`config.mk`:
```
export PLATFORM = sky130hd
export DESIGN_NAME = aibcr3aux_por_seq
export DESIGN_NICKNAME = d
export VERILOG_FILES = /design/src/rtl/aibcr3aux_seq_pkg.sv /design/src/rtl/aibcr3aux_sync2.sv /design/src/rtl/aibcr3aux_por_seq.sv
export SDC_FILE = /design/constraint.sdc
export NUM_CORES = 1
export LEC_CHECK = 0
export ABC_AREA = 1
export CAP_MARGIN = 40
export CELL_PAD_IN_SITES_DETAIL_PLACEMENT = 0
export CELL_PAD_IN_SITES_GLOBAL_PLACEMENT = 1
export CORE_ASPECT_RATIO = 1.5
export CORE_UTILIZATION = 40
export DETAILED_ROUTE_END_ITERATION = 10
export GPL_TIMING_DRIVEN = 0
export PLACE_DENSITY_LB_ADDON = 0.1
export SYNTH_ARGS = -nofsm -noshare
export SYNTH_HDL_FRONTEND = slang
export SYNTH_SLANG_ARGS = --single-unit
```
`constraint.sdc`:
```
create_clock -name i_osc_clk -period 2.1 [get_ports i_osc_clk]
set_input_delay 0.21 -clock i_osc_clk [delete_from_list [all_inputs] [get_ports i_osc_clk]]
set_output_delay 0.21 -clock i_osc_clk [all_outputs]
set_load 0.01 [all_outputs]
```
`src/rtl/aibcr3aux_seq_pkg.sv`:
```
// Shared state encoding and default timing constants for the AUX power-on/link-up sequencer.
package aibcr3aux_seq_pkg;

    typedef enum logic [2:0] {
        ST_IDLE     = 3'd0,
        ST_DEBOUNCE = 3'd1,
        ST_POR_WAIT = 3'd2,
        ST_STAGGER  = 3'd3,
        ST_DONE     = 3'd4
    } seq_state_e;

    localparam int DEF_NUM_CH      = 24;
    localparam int DEF_DB_CYC      = 16;
    localparam int DEF_POR_WAIT    = 32;
    localparam int DEF_STAGGER_CYC = 4;
    localparam int DEF_CNT_W       = 8;

endpackage

```
`src/rtl/aibcr3aux_sync2.sv`:
```
// Two-flop synchroniser for an asynchronous bump level; both stages clear to 0 on reset.
module aibcr3aux_sync2 (
    input  logic i_clk,
    input  logic i_rst,
    input  logic i_d,
    output logic o_q
);

    logic r_meta;
    logic r_q;

    // Metastability stage followed by the resolved stage
    always_ff @(posedge i_clk) begin
        if (i_rst) begin
            r_meta <= 1'b0;
            r_q    <= 1'b0;
        end else begin
            r_meta <= i_d;
            r_q    <= r_meta;
        end
    end

    assign o_q = r_q;

endmodule

```
`src/rtl/aibcr3aux_por_seq.sv`:
```
// AUX power-on/link-up sequencer: qualifies detect/POR, releases the POR override,
// then releases channel resets one at a time; any loss of qualification aborts to IDLE.
module aibcr3aux_por_seq
    import aibcr3aux_seq_pkg::*;
#(
    parameter int NUM_CH      = DEF_NUM_CH,
    parameter int DB_CYC      = DEF_DB_CYC,
    parameter int POR_WAIT    = DEF_POR_WAIT,
    parameter int STAGGER_CYC = DEF_STAGGER_CYC,
    parameter int CNT_W       = DEF_CNT_W
) (
    input  logic              i_osc_clk,
    input  logic              i_rst,
    input  logic              i_device_detect,
    input  logic              i_por,
    input  logic              i_seq_hold,
    output logic              o_m_por_ovrd,
    output logic [NUM_CH-1:0] o_ch_rst_n,
    output logic              o_seq_ready,
    output logic [2:0]        o_seq_state
);

    localparam int IDX_W = (NUM_CH > 1) ? $clog2(NUM_CH) : 1;

    localparam logic [CNT_W-1:0]  DB_TC    = CNT_W'(DB_CYC);
    localparam logic [CNT_W-1:0]  PW_TC    = CNT_W'(POR_WAIT - 1);
    localparam logic [CNT_W-1:0]  ST_TC    = CNT_W'(STAGGER_CYC - 1);
    localparam logic [CNT_W-1:0]  CNT_ONE  = CNT_W'(1'b1);
    localparam logic [IDX_W-1:0]  IDX_ONE  = IDX_W'(1'b1);
    localparam logic [IDX_W-1:0]  IDX_LAST = IDX_W'(NUM_CH - 1);
    localparam logic [NUM_CH-1:0] CH_ONE   = NUM_CH'(1'b1);

    logic w_det_s;
    logic w_por_s;
    logic w_qual;

    seq_state_e        r_state;
    seq_state_e        w_state_nxt;
    logic [CNT_W-1:0]  r_cnt;
    logic [CNT_W-1:0]  w_cnt_nxt;
    logic [IDX_W-1:0]  r_idx;
    logic [IDX_W-1:0]  w_idx_nxt;
    logic              r_ovrd;
    logic              w_ovrd_nxt;
    logic [NUM_CH-1:0] r_ch_rst_n;
    logic [NUM_CH-1:0] w_ch_nxt;
    logic              r_ready;
    logic              w_ready_nxt;

    function automatic logic [CNT_W-1:0] sat_inc(input logic [CNT_W-1:0] v);
        if (v == {CNT_W{1'b1}}) begin
            return v;
        end else begin
            return v + CNT_ONE;
        end
    endfunction

    aibcr3aux_sync2 u_sync_det (
        .i_clk (i_osc_clk),
        .i_rst (i_rst),
        .i_d   (i_device_detect),
        .o_q   (w_det_s)
    );

    aibcr3aux_sync2 u_sync_por (
        .i_clk (i_osc_clk),
        .i_rst (i_rst),
        .i_d   (i_por),
        .o_q   (w_por_s)
    );

    assign w_qual = w_det_s & ~w_por_s;

    // Next-state, counter, index and output computation; abort takes priority over everything
    always_comb begin
        w_state_nxt = r_state;
        w_cnt_nxt   = r_cnt;
        w_idx_nxt   = r_idx;
        w_ovrd_nxt  = r_ovrd;
        w_ch_nxt    = r_ch_rst_n;
        w_ready_nxt = r_ready;

        if ((r_state != ST_IDLE) && !w_qual) begin
            w_state_nxt = ST_IDLE;
            w_cnt_nxt   = '0;
            w_idx_nxt   = '0;
            w_ovrd_nxt  = 1'b1;
            w_ch_nxt    = '0;
            w_ready_nxt = 1'b0;
        end else begin
            case (r_state)
                ST_IDLE: begin
                    w_idx_nxt   = '0;
                    w_ovrd_nxt  = 1'b1;
                    w_ch_nxt    = '0;
                    w_ready_nxt = 1'b0;
                    if (w_qual) begin
                        w_state_nxt = ST_DEBOUNCE;
                        w_cnt_nxt   = CNT_ONE;
                    end else begin
                        w_state_nxt = ST_IDLE;
                        w_cnt_nxt   = '0;
                    end
                end
                ST_DEBOUNCE: begin
                    if (r_cnt >= DB_TC) begin
                        w_state_nxt = ST_POR_WAIT;
                        w_cnt_nxt   = '0;
                    end else begin
                        w_cnt_nxt = sat_inc(r_cnt);
                    end
                end
                ST_POR_WAIT: begin
                    if (r_cnt >= PW_TC) begin
                        w_state_nxt = ST_STAGGER;
                        w_ovrd_nxt  = 1'b0;
                        w_cnt_nxt   = '0;
                        w_idx_nxt   = '0;
                    end else begin
                        w_cnt_nxt = sat_inc(r_cnt);
                    end
                end
                ST_STAGGER: begin
                    if (i_seq_hold) begin
                        w_cnt_nxt = r_cnt;
                    end else if (r_cnt >= ST_TC) begin
                        // Release the current channel; the last one completes the sequence
                        w_ch_nxt  = r_ch_rst_n | (CH_ONE << r_idx);
                        w_cnt_nxt = '0;
                        if (r_idx >= IDX_LAST) begin
                            w_state_nxt = ST_DONE;
                            w_ready_nxt = 1'b1;
                        end else begin
                            w_idx_nxt = r_idx + IDX_ONE;
                        end
                    end else begin
                        w_cnt_nxt = sat_inc(r_cnt);
                    end
                end
                ST_DONE: begin
                    w_state_nxt = ST_DONE;
                end
                default: begin
                    w_state_nxt = ST_IDLE;
                    w_cnt_nxt   = '0;
                    w_idx_nxt   = '0;
                    w_ovrd_nxt  = 1'b1;
                    w_ch_nxt    = '0;
                    w_ready_nxt = 1'b0;
                end
            endcase
        end
    end

    // State and registered outputs
    always_ff @(posedge i_osc_clk) begin
        if (i_rst) begin
            r_state    <= ST_IDLE;
            r_cnt      <= '0;
            r_idx      <= '0;
            r_ovrd     <= 1'b1;
            r_ch_rst_n <= '0;
            r_ready    <= 1'b0;
        end else begin
            r_state    <= w_state_nxt;
            r_cnt      <= w_cnt_nxt;
            r_idx      <= w_idx_nxt;
            r_ovrd     <= w_ovrd_nxt;
            r_ch_rst_n <= w_ch_nxt;
            r_ready    <= w_ready_nxt;
        end
    end

    assign o_m_por_ovrd = r_ovrd;
    assign o_ch_rst_n   = r_ch_rst_n;
    assign o_seq_ready  = r_ready;
    assign o_seq_state  = r_state;

endmodule

```
==> results.toml <==
[min_path]
hold_class = "reg -> reg"
hold_path_startpoint = "u_sync_det.r_meta"

[floorplan]
initial_core_util = 0.4134
coreArea_um2 = 5409
die_h_um = 93.57
row_count = 33
die-area_um2 = 5899
ios = 34
die_w_um = 63.05

[global_route]
grt.met2_usage = 0.3602
grt_pass1_vias = 1841
overflow = 0
gr-usage-met3 = 0.02927
antenna_found_initial = 0
grt.total_usage = 0.1808
top_usage_layer = "met2"
grtUsageMet1 = 0.1764
grt_max_degree = 17
grt_pass1_wl_um = 8190

[timing]
drv_slew = 0
maxSlewHeadroom = 0.7220
setup_viol = 0
worstMarginPinSlew_ns = 0.4170
finalSetupTns_ns = 0
rsz0062_at_grt = "false"
setup_ws_ns = 0.3967
fin_skew_ns = 0.01297
fin_crit_ns = 1.703
post-route-period-util = 0.8111
hold_viol = 0
timing.fmax_mhz = 587.1
hold_slack_ns = 0.4068

[placement]
pre_cts_ws_ns = 0.2852
place.gp.congestion = 0.8039
dp_hpwl_um = 3824
numPortBuffers = 33

[synthesis]
ys_warn_count = 0
syn_avg_cell_area_um2 = 7.166
synthesis.instances = 312
synth-xor-area-share = 0.003917
yosys.area_share.simple = 0.2999
muxShareOfSynthArea = 0
synth_compound_area_frac = 0.1108
yosys.area_share.adder = 0.04477
netlist_area_um2 = 2236
ys_ff_latch = 46
synth_cell_types = 30
syn_nets = 325
synth-seq-area-share = 0.4119
synth_top_family_by_area = "simple AND/OR/NAND/NOR gates"

[setup_path]
cpMaxStageDelayCell = "dfxtp_1"
cp-startpoint = "r_cnt[0]"
crit_chain = "ha_1 > nand2_1 > inv_1 > nand2_1 > nand3_2 > nand2_1 > nor2_2 > nand3_1 > nand2_1 > nor2_1"
critPathKind = "reg -> reg"
ff2ff_setup_slack_ns = 0.40
rr_endpoint = "r_idx[2]"
crit_path_end = "r_idx[2]"
crit_path_max_fanout = 5
critPathLaunchType = "register"
max_stage_delay_ns = 0.42
crit_top_cell = "nand2_1"
cp.required_ns = 2.28
cp.arrival_ns = 1.89
reg2regPathDepth = 10
crit_path_end_kind = "register"
reg2reg_from = "r_cnt[0]"

[drt]
num_vias = 1941
final_antenna_net_count = 0
wirelength_um = 4769
wl_per_cell_um = 11.27
route.detailed.drc = 0
via_per_inst = 4.589
drtIter0Drc = 71
first_pass_iters = 4

[clock_network]
clk_path_buf_depth = 2
ctsResizeCount = 0
postCtsSetupRepairBufs = 0
cts_made_buffers = 5
htree_levels = 2
clk_latency_ns = 0.31
numClockSinks = 46
cts_tree = "done"
cts_root_buf = "clkbuf_8"
hold_buffers = 0
cts.clk_slew.worst_paths_ns = 0.09

[pwr]
leakage_nw = 1.129
power.density_nw_per_um2 = 908.5
peakVddDrop_mv = 0.5156
power.total_w = 0.002496

[cells_and_area]
final_common_cell = "nand2_1"
final_layout_size_suffix_gt1_frac = 0.09348
nets = 365
layout_common_cells = "nand2_1, inv_1, dfxtp_1"
diodes = 0
area_delta_synth_final_pct = 22.89

[run_status]
status = "finished clean"

[flow_run]
maxCapViolCount = 0
==> registers in the layout (all words and copies together) (netlist names) <==
signal / cells
o_seq_state: 3
u_sync_por.r_meta: 1
o_m_por_ovrd: 1
u_sync_det.r_meta: 1
o_ch_rst_n: 24
r_cnt: 8
u_sync_por.o_q: 1
r_idx: 5
o_seq_ready: 1
u_sync_det.o_q: 1
==> cells by family (layout without fill, tap and decap cells) <==
| family | Yosys count | count (layout) |
|---|---|---|
| compound gates | 44 | 44 |
| buf+inv | 71 | 112 |
| flops | 46 | 46 |
| xor+xnor | 1 | 1 |
| simple gates | 142 | 142 |
| fa+ha+maj | 8 | 8 |
==> metrics by stage <==
step / instance area, um2 / util / cells
finish: 2748 / 0.5080 / 423
floorplan: 2236 / - / 312
CTS: 2748 / 0.5080 / 423
detailed placement: 2654 / 0.4906 / 415
global route: 2748 / 0.5080 / 423
global placement: 2654 / 0.4906 / 415
==> how the worst min path moves through the flow <==
| stage | cells after the start | endpoint | slack [ns] |
|---|---|---|---|
| after floorplan | 1 | u_sync_det.r_meta | 0.28 |
| after global placement | 2 | u_sync_det.o_q | 0.39 |
| after detailed placement | 2 | u_sync_det.o_q | 0.40 |
| after CTS | 3 | u_sync_por.r_meta | 0.41 |
| after global routing | 3 | u_sync_det.r_meta | 0.42 |
| final | 2 | u_sync_det.o_q | 0.41 |
==> cell type report <==
| type | instances | area (um2) |
|---|---|---|
| Tap cell | 70 | 87.58 |
| Multi-Input combinational cell | 195 | 1027 |
| Sequential cell | 46 | 920.9 |
| Timing Repair Buffer | 33 | 330.3 |
| Buffer | 3 | 26.28 |
| Clock inverter | 3 | 25.02 |
| Fill cell | 578 | 2661 |
| Clock buffer | 5 | 68.82 |
| Inverter | 68 | 261.5 |
==> critical path: cells and delay by family, from the launching register on <==
kind                     cells  cell delay (ns)
adder cells (fa/ha/maj)      1             0.19
buffers and inverters        1             0.08
flip-flops                   1             0.42
AND/OR/NAND/NOR              8             0.90
==> synth_stat cells, drive strengths merged <==
library cell,count,area (um2)
a21o,1,15.01
a21oi,32,171.4
buf,2,22.52
clkbuf,1,3.750
clkinv,2,8.750
dfxtp,46,920.9
ha,8,100.1
inv,66,252.8
nand2,67,264.0
nand3,29,177.7
nand3b,1,7.510
nand4,2,18.77
nor2,40,187.7
nor3,3,15.01
o21a,1,7.510
o21ai,10,53.80
xor2,1,8.760
==> layer usage <==
metal	routed length (um)	vias to the layer above
met5	0	-
met4	88	0
met3	80	7
met2	2718	22
met1	1882	876
li1	-	1036
==> report_power, final <==
| part | internal [W] | switching (W) | leakage, nW |
|---|---|---|---|
| combinational | 0.000323 | 0.000602 | 0.712 |
| sequential | 0.000931 | 0.0000756 | 0.372 |
| clock | 0.000241 | 0.000323 | 0.0447 |
| total | 0.00150 | 0.00100 | 1.13 |
Note: power is estimated with default switching activity, not from simulation.
